### src/rtl/deco_8_lineas_sec_if.sv
// Eight-line decoder bus: valid/ready code input plus the registered one-hot line outputs.
// The decoder sits on the slave side. The producer of line numbers is the master.
interface deco_8_lineas_sec_if #(
  parameter int N_OUT = 8,
  parameter int W_IN  = 3
);
  logic             in_valid;
  logic [W_IN-1:0]  in_code;
  logic             in_ready;
  logic [N_OUT-1:0] ocho_lineas;
  logic             busy;
  logic             done;
  logic             err;

  modport master (
    output in_valid,
    output in_code,
    input  in_ready,
    input  ocho_lineas,
    input  busy,
    input  done,
    input  err
  );

  modport slave (
    input  in_valid,
    input  in_code,
    output in_ready,
    output ocho_lineas,
    output busy,
    output done,
    output err
  );
endinterface

### src/rtl/deco_8_lineas_sec.sv
// Sequential 3-to-8 line decoder: accepts a binary code over valid/ready, drives one line high
// for HOLD cycles, then keeps every line low for GAP cycles before it accepts the next code.
module deco_8_lineas_sec #(
  parameter int N_OUT = 8,
  parameter int W_IN  = 3,
  parameter int HOLD  = 4,
  parameter int GAP   = 1
) (
  input  logic               clk,
  input  logic               rst_n,
  deco_8_lineas_sec_if.slave bus
);

  localparam int               MAX_CNT   = (HOLD > GAP) ? HOLD : GAP;
  localparam int               CNT_W     = $clog2(MAX_CNT + 1);
  localparam logic [CNT_W-1:0] HOLD_LOAD = CNT_W'(HOLD - 1);
  localparam logic [CNT_W-1:0] GAP_LOAD  = CNT_W'((GAP > 0) ? (GAP - 1) : 0);
  localparam logic [W_IN:0]    N_OUT_W   = (W_IN + 1)'(N_OUT);

  typedef enum logic [1:0] {
    S_IDLE,
    S_DRIVE,
    S_GAP
  } state_t;

  state_t           state_q;
  state_t           state_n;
  logic [CNT_W-1:0] cnt_q;
  logic [CNT_W-1:0] cnt_n;
  logic [N_OUT-1:0] lines_q;
  logic [N_OUT-1:0] lines_n;
  logic             done_q;
  logic             done_n;
  logic             err_q;
  logic             err_n;
  logic [N_OUT-1:0] line_dec;
  logic             ready;
  logic             xfer;
  logic             code_ok;

  // Ready drops with reset itself, so nothing can be accepted while rst_n is low.
  assign ready   = rst_n & (state_q == S_IDLE);
  assign xfer    = bus.in_valid & ready;
  assign code_ok = ({1'b0, bus.in_code} < N_OUT_W);

  always_comb begin
    line_dec = '0;
    for (int i = 0; i < N_OUT; i++) begin
      if (bus.in_code == W_IN'(i)) begin
        line_dec[i] = 1'b1;
      end
    end
  end

  always_comb begin
    state_n = state_q;
    cnt_n   = cnt_q;
    lines_n = lines_q;
    done_n  = 1'b0;
    err_n   = 1'b0;
    case (state_q)
      S_IDLE: begin
        if (xfer) begin
          if (code_ok) begin
            lines_n = line_dec;
            cnt_n   = HOLD_LOAD;
            state_n = S_DRIVE;
          end else begin
            err_n = 1'b1;
          end
        end
      end
      S_DRIVE: begin
        if (cnt_q != '0) begin
          cnt_n = cnt_q - CNT_W'(1);
        end else begin
          lines_n = '0;
          done_n  = 1'b1;
          if (GAP > 0) begin
            cnt_n   = GAP_LOAD;
            state_n = S_GAP;
          end else begin
            state_n = S_IDLE;
          end
        end
      end
      S_GAP: begin
        lines_n = '0;
        if (cnt_q != '0) begin
          cnt_n = cnt_q - CNT_W'(1);
        end else begin
          state_n = S_IDLE;
        end
      end
      default: begin
        lines_n = '0;
        cnt_n   = '0;
        state_n = S_IDLE;
      end
    endcase
  end

  // An in-flight code is simply dropped on reset: lines clear at once and no done is produced.
  always_ff @(posedge clk or negedge rst_n) begin
    if (!rst_n) begin
      state_q <= S_IDLE;
      cnt_q   <= '0;
      lines_q <= '0;
      done_q  <= 1'b0;
      err_q   <= 1'b0;
    end else begin
      state_q <= state_n;
      cnt_q   <= cnt_n;
      lines_q <= lines_n;
      done_q  <= done_n;
      err_q   <= err_n;
    end
  end

  assign bus.in_ready    = ready;
  assign bus.ocho_lineas = lines_q;
  assign bus.busy        = (state_q != S_IDLE);
  assign bus.done        = done_q;
  assign bus.err         = err_q;

endmodule

### src/flat_wrapper.sv
// flat-port wrapper written by rule: the top's interface ports become plain ports
module deco_8_lineas_sec_flat 
#(
  parameter int N_OUT = 8,
  parameter int W_IN  = 3,
  parameter int HOLD  = 4,
  parameter int GAP   = 1
)
  (clk, rst_n, bus_in_valid, bus_in_code, bus_in_ready, bus_ocho_lineas, bus_busy, bus_done, bus_err);
  deco_8_lineas_sec_if #(.N_OUT(N_OUT), .W_IN(W_IN)) bus_i ();
  input  logic clk;
  input  logic rst_n;
  input wire logic [$bits(bus_i.in_valid)-1:0] bus_in_valid;
  input wire logic [$bits(bus_i.in_code)-1:0] bus_in_code;
  output wire logic [$bits(bus_i.in_ready)-1:0] bus_in_ready;
  output wire logic [$bits(bus_i.ocho_lineas)-1:0] bus_ocho_lineas;
  output wire logic [$bits(bus_i.busy)-1:0] bus_busy;
  output wire logic [$bits(bus_i.done)-1:0] bus_done;
  output wire logic [$bits(bus_i.err)-1:0] bus_err;
  assign bus_i.in_valid = bus_in_valid;
  assign bus_i.in_code = bus_in_code;
  assign bus_in_ready = bus_i.in_ready;
  assign bus_ocho_lineas = bus_i.ocho_lineas;
  assign bus_busy = bus_i.busy;
  assign bus_done = bus_i.done;
  assign bus_err = bus_i.err;
  deco_8_lineas_sec #(.N_OUT(N_OUT), .W_IN(W_IN), .HOLD(HOLD), .GAP(GAP)) u_core (.clk(clk), .rst_n(rst_n), .bus(bus_i));
endmodule
### config.mk
export PLATFORM = sky130hd
export DESIGN_NAME = deco_8_lineas_sec_flat
export DESIGN_NICKNAME = d
export VERILOG_FILES = /design/src/rtl/deco_8_lineas_sec_if.sv /design/src/rtl/deco_8_lineas_sec.sv /design/src/flat_wrapper.sv
export SDC_FILE = /design/constraint.sdc
export NUM_CORES = 1
export LEC_CHECK = 0
export ABC_AREA = 1
export CAP_MARGIN = 20
export CORE_UTILIZATION = 33
export CTS_CLUSTER_DIAMETER = 80
export DETAILED_ROUTE_END_ITERATION = 8
export DONT_BUFFER_PORTS = 1
export PLACE_DENSITY = 0.54
export SETUP_SLACK_MARGIN = 0.1
export SLEW_MARGIN = 25
export SYNTH_ARGS = -nofsm -noshare
export SYNTH_HDL_FRONTEND = slang
export SYNTH_SLANG_ARGS = --single-unit
### constraint.sdc
create_clock -name clk -period 2.1 [get_ports clk]
set_input_delay 0.315 -clock clk [delete_from_list [all_inputs] [get_ports clk]]
set_output_delay 0.315 -clock clk [all_outputs]
set_load 0.01 [all_outputs]
After elaboration in Yosys (flattened, before gate mapping)
Cells that the tools add are included.
{"block": "op_classes", "n_bitwise": 2, "n_addsub": 1, "mux": 21, "eq_ne": 13, "reduce_logical": 7}
{"op": "$mux W8", "n": 2}
{"op": "$pmux W8 S2", "n": 1}
{"op": "$eq A3 B3 Y1 const B", "n": 4}
{"op": "$mux W1", "n": 10}
{"op": "$mux W3", "n": 3}
{"op": "$pmux W3 S3", "n": 1}
{"op": "$eq A3 B2 Y1 const B", "n": 2}
{"op": "$mux W2", "n": 3}
{"op": "$pmux W2 S3", "n": 1}
{"op": "$ne A2 B1 Y1 const B", "n": 2}
{"op": "$ne A2 B2 Y1 const B", "n": 2}
{"op": "$reduce_and A2 Y1", "n": 2}
{"op": "$eq A3 B1 Y1 const B", "n": 1}
{"op": "$logic_not A3 Y1", "n": 1}
{"op": "$reduce_and A3 Y1", "n": 1}
{"op": "$reduce_bool A3 Y1", "n": 1}
{"op": "$sub A3 B1 Y3 const B", "n": 1}
{"op": "$and A1 B1 Y1", "n": 2}
{"op": "$eq A2 B1 Y1 const B", "n": 1}
{"op": "$eq A2 B2 Y1 const B", "n": 1}
{"op": "$logic_not A2 Y1", "n": 1}
{"op": "$reduce_bool A2 Y1", "n": 1}
{"block": "totals", "reg_bits": 14, "out_inout_bits": 12, "input_bits": 6}

Logic depth before layout (Yosys ltp)
{"block": "depth", "depth_word": 5, "mapped_depth": 9, "mapped_depth_nobuf": 9}

Worst setup path after synthesis
OpenSTA, ideal clock, no wires.
{"block": "synth_timing", "path_kind": "flip-flop to flip-flop", "startpoint": "reg u_core.cnt_q[0]", "endpoint": "reg u_core.lines_q[5], in the netlist u_core.bus.ocho_lineas[5]", "synth_period_minus_slack_ns": 1.256, "path_buffers": 1, "setup_time_ns": 0.118, "required_ns": 1.982, "setup_slack_ns": 0.844, "path_stages_with_launch": 9, "arrival_time_ns": 1.139, "cell_sequence": "dfrtp_1 inv_1 ha_1 nand2_4 nand2_4 nand2_4 buf_12 nand2_1 o21ai_2"}
{"block": "synth_via", "elab_chain_cells": 3}
{"element": "from (decl)", "line": "deco_8_lineas_sec.sv:28", "rtl": "logic [CNT_W-1:0] cnt_q;"}
{"element": "from (signal assigned)", "line": "deco_8_lineas_sec.sv:113", "rtl": "cnt_q <= cnt_n;"}
{"element": "$reduce_bool A3 Y1", "line": "deco_8_lineas_sec.sv:74", "rtl": "if (cnt_q != '0) begin"}
{"element": "$ne A2 B2 Y1 (no line)"}
{"element": "$reduce_and A2 Y1 (no line)"}
{"element": "to (signal assigned)", "line": "deco_8_lineas_sec.sv:114", "rtl": "lines_q <= lines_n;"}
{"element": "to (decl)", "line": "deco_8_lineas_sec.sv:30", "rtl": "logic [N_OUT-1:0] lines_q;"}
No other way between the ends.
A chain may end at the register's enable or synchronous reset.

Worst setup path in the final report
{"block": "layout_timing", "startpoint": "reg u_core.state_q[1]", "endpoint": "out bus_in_ready"}
{"block": "layout_via", "elab_chain_cells": 2}
{"element": "from (decl)", "line": "deco_8_lineas_sec.sv:26", "rtl": "state_t state_q;"}
{"element": "from (signal assigned)", "line": "deco_8_lineas_sec.sv:112", "rtl": "state_q <= state_n;"}
{"element": "$logic_not A2 Y1", "line": "deco_8_lineas_sec.sv:42", "rtl": "assign ready = rst_n & (state_q == S_IDLE);"}
{"element": "$and A1 B1 Y1", "line": "deco_8_lineas_sec.sv:42"}
{"element": "to (decl)", "line": "flat_wrapper.sv:15", "rtl": "output wire logic [$bits(bus_i.in_ready)-1:0] bus_in_ready;"}
No other way between the ends.

==> qor.yml <==
cells_and_area:
  num_antenna_cells: 0
  n_fill_cell: 238
  fin_area_um2: 832
  final_util_pct: 37.6
  area_growth_pct: 6.91
  nets: 110
  final_common_cell: "nand2_1"
  multiInputGateArea_um2: 344
  drive_gt1_share_pct: 17.8
  seq_area_um2: 350
  final_cell_mix: "33 x nand2_1, 14 x dfrtp_1, 12 x inv_1"
detailed_routing:
  wirelength_met1_um: 634
  ant_nets: 0
  routed_wirelength_um: 1460
  top_layer: "met4"
  dr_wl_met3_um: 105
  routed_via_density: 4.48
  dr_wl_met2_um: 706
  drtIter0Drc: 11
  drt-pass1-iter-count: 4
  avgRoutedWirePerCell_um: 11.3
  vias: 578
  drc_errors: 0
die:
  die-area_um2: 2560
  start_util_pct: 35.2
  die_w_um: 50.6
  rows: 17
  dieHeight_um: 50.6
  coreArea_um2: 2210
  num_io_pins: 18
clock_tree:
  ctsHoldBuffers: 1
  clock_sinks: 14
  cts.reportedPaths.clkPinSlew_ns: 0.09
  clk_latency_ns: 0.28
  htreeDepth: 1
  cts_tree: "done"
  cts_buffer_depth: 2
  root_buffer: "clkbuf_4"
  cts-resized-gates: 0
  numCtsBuffers: 3
  cts_setup_buffers: 0
status:
  outcome: "completed"
global_route:
  gr-total-overflow: 0
  grt_antenna_before_repair: 0
  grt_max_degree: 17
  grt_pass1_vias: 587
  gr-usage-all-layers_pct: 13.5
  grt_pass1_wl_um: 2500
placed_design:
  post-place-ws_ns: 0.778
  place_area_um2: 786
  dp.final_hpwl_um: 1070
  place_congestion: 0.815
  portBuffers: 0
logic_synthesis:
  synthCells: 98
  avgSynthCellArea_um2: 7.94
  syn-num-nets: 106
  yosysSeqAreaShare_pct: 45.0
  ys_ff_latch: 14
  yosysUniqueCellTypes: 16
  ys_warn_count: 0
  synth_area_um2: 778
sta:
  slew_violations: 0
  fmax_mhz: 651
  finalCritPeriodShare_pct: 73.2
  slew_headroom_pct: 56.8
  rsz0062_at_grt: "no"
  final.min_clock_period_ns: 1.54
  finalSetupViolations: 0
  final-hold-violation-count: 0
  finalSetupTns_ns: 0
  skew_ns: 0.00132
  layout_setup_ws_ns: 0.563
  worstMarginPinSlew_ns: 0.645
power:
  seq_power_share_pct: 37.6
  ir_drop_mv: 0.637
  power_switching_mw: 0.589
  internal_power_mw: 0.648
  power_density_nw_per_um2: 1490
  p_sw_share_pct: 47.6
  p_comb_share_pct: 46.6
  pwr-share-clk_pct: 15.8
  leakage_nw: 0.435
min_path:
  hold_start: "bus_in_valid"
  hold_class: "in -> reg"
worst_setup_path:
  crit_path_end_kind: "output port"
  critPathLaunch: "u_core.state_q[1]"
  worst_ep_arrival_time_ns: 1.22
  r2r-start: "u_core.cnt_q[0]"
  required_ns: 1.78
  start_kind: "flip-flop"
  crit_fanout: 6
  path_class: "reg -> out"
job:
  maxCapViolCount: 0
-- kinds of logic after synthesis --
kind of cell | count (synthesis) | share of synthesized area (%)
adders and majority gates | 2 | 3.21
AOI/OAI and AO/OA | 11 | 9.00
DFF | 14 | 45.0
and+or+nand+nor | 53 | 31.5
buffers and inverters | 17 | 10.8
other | 1 | 0.482
-- metrics by stage --
step | hold WS, ns | instances | power [mW]
finish | 0.154 | 129 | 1.24
global route | 0.143 | 129 | 1.38
CTS | 0.150 | 129 | 1.25
detailed placement | 0.0196 | 124 | 1.05
global placement | 0.0197 | 124 | 1.03
floorplan | 0.0194 | 98 | 1.00
-- synthesized netlist by cell type, drive strengths merged --
master	instances	area share (%)
conb	1	0.48
nand2	36	20
nor2	10	6.8
nand3	7	4.5
o21ai	11	9.0
buf	2	3.5
inv	15	7.2
ha	2	3.2
dfrtp	14	45
-- per-layer routing --
layer  vias to the layer above  GRT usage, %
met4                         0          5.56
met5                         -             0
met2                        17          22.2
li1                        303             -
met3                         2          4.85
met1                       256          15.7
-- power by group through the flow --
stage	registers, mW	logic [mW]	clock network [mW]
global route	0.480	0.683	0.214
finish	0.465	0.577	0.195
detailed placement	0.471	0.577	0
floorplan	0.451	0.550	0
CTS	0.466	0.585	0.202
global placement	0.466	0.565	0
-- area by class of cell --
type / instances / area share, %
timing repair buffer: 1 / 1.20
clock buffer: 4 / 4.36
sequential: 14 / 42.1
inverter: 15 / 6.77
multi-input combinational: 67 / 41.4
tap: 28 / 4.21
-- critical path: stages (launching register included) --
cell     delay (ns)
dfrtp_1        0.44
nor2_2         0.17
inv_2          0.11
nor2_1         0.23
-- path summary, 6_finish.rpt --
path | to | slack [ns] | cells after the start
max | bus_in_ready | 0.56 | 3
min | u_core.state_q[0] | 0.15 | 2
max reg2reg | u_core.cnt_q[2] | 0.78 | 7
min reg2reg | u_core.cnt_q[0] | 0.49 | 2
max in group asynchronous | u_core.cnt_q[2] | 1.19 | 1
min in group asynchronous | u_core.bus.ocho_lineas[1] | 0.50 | 1
-- registers in the layout (all words and copies together), names as in the netlist --
register,count
u_core.state_q,2
u_core.cnt_q,3
u_core.bus.done,1
u_core.bus.ocho_lineas,8
No activity file was read; power rests on OpenSTA's default activity.
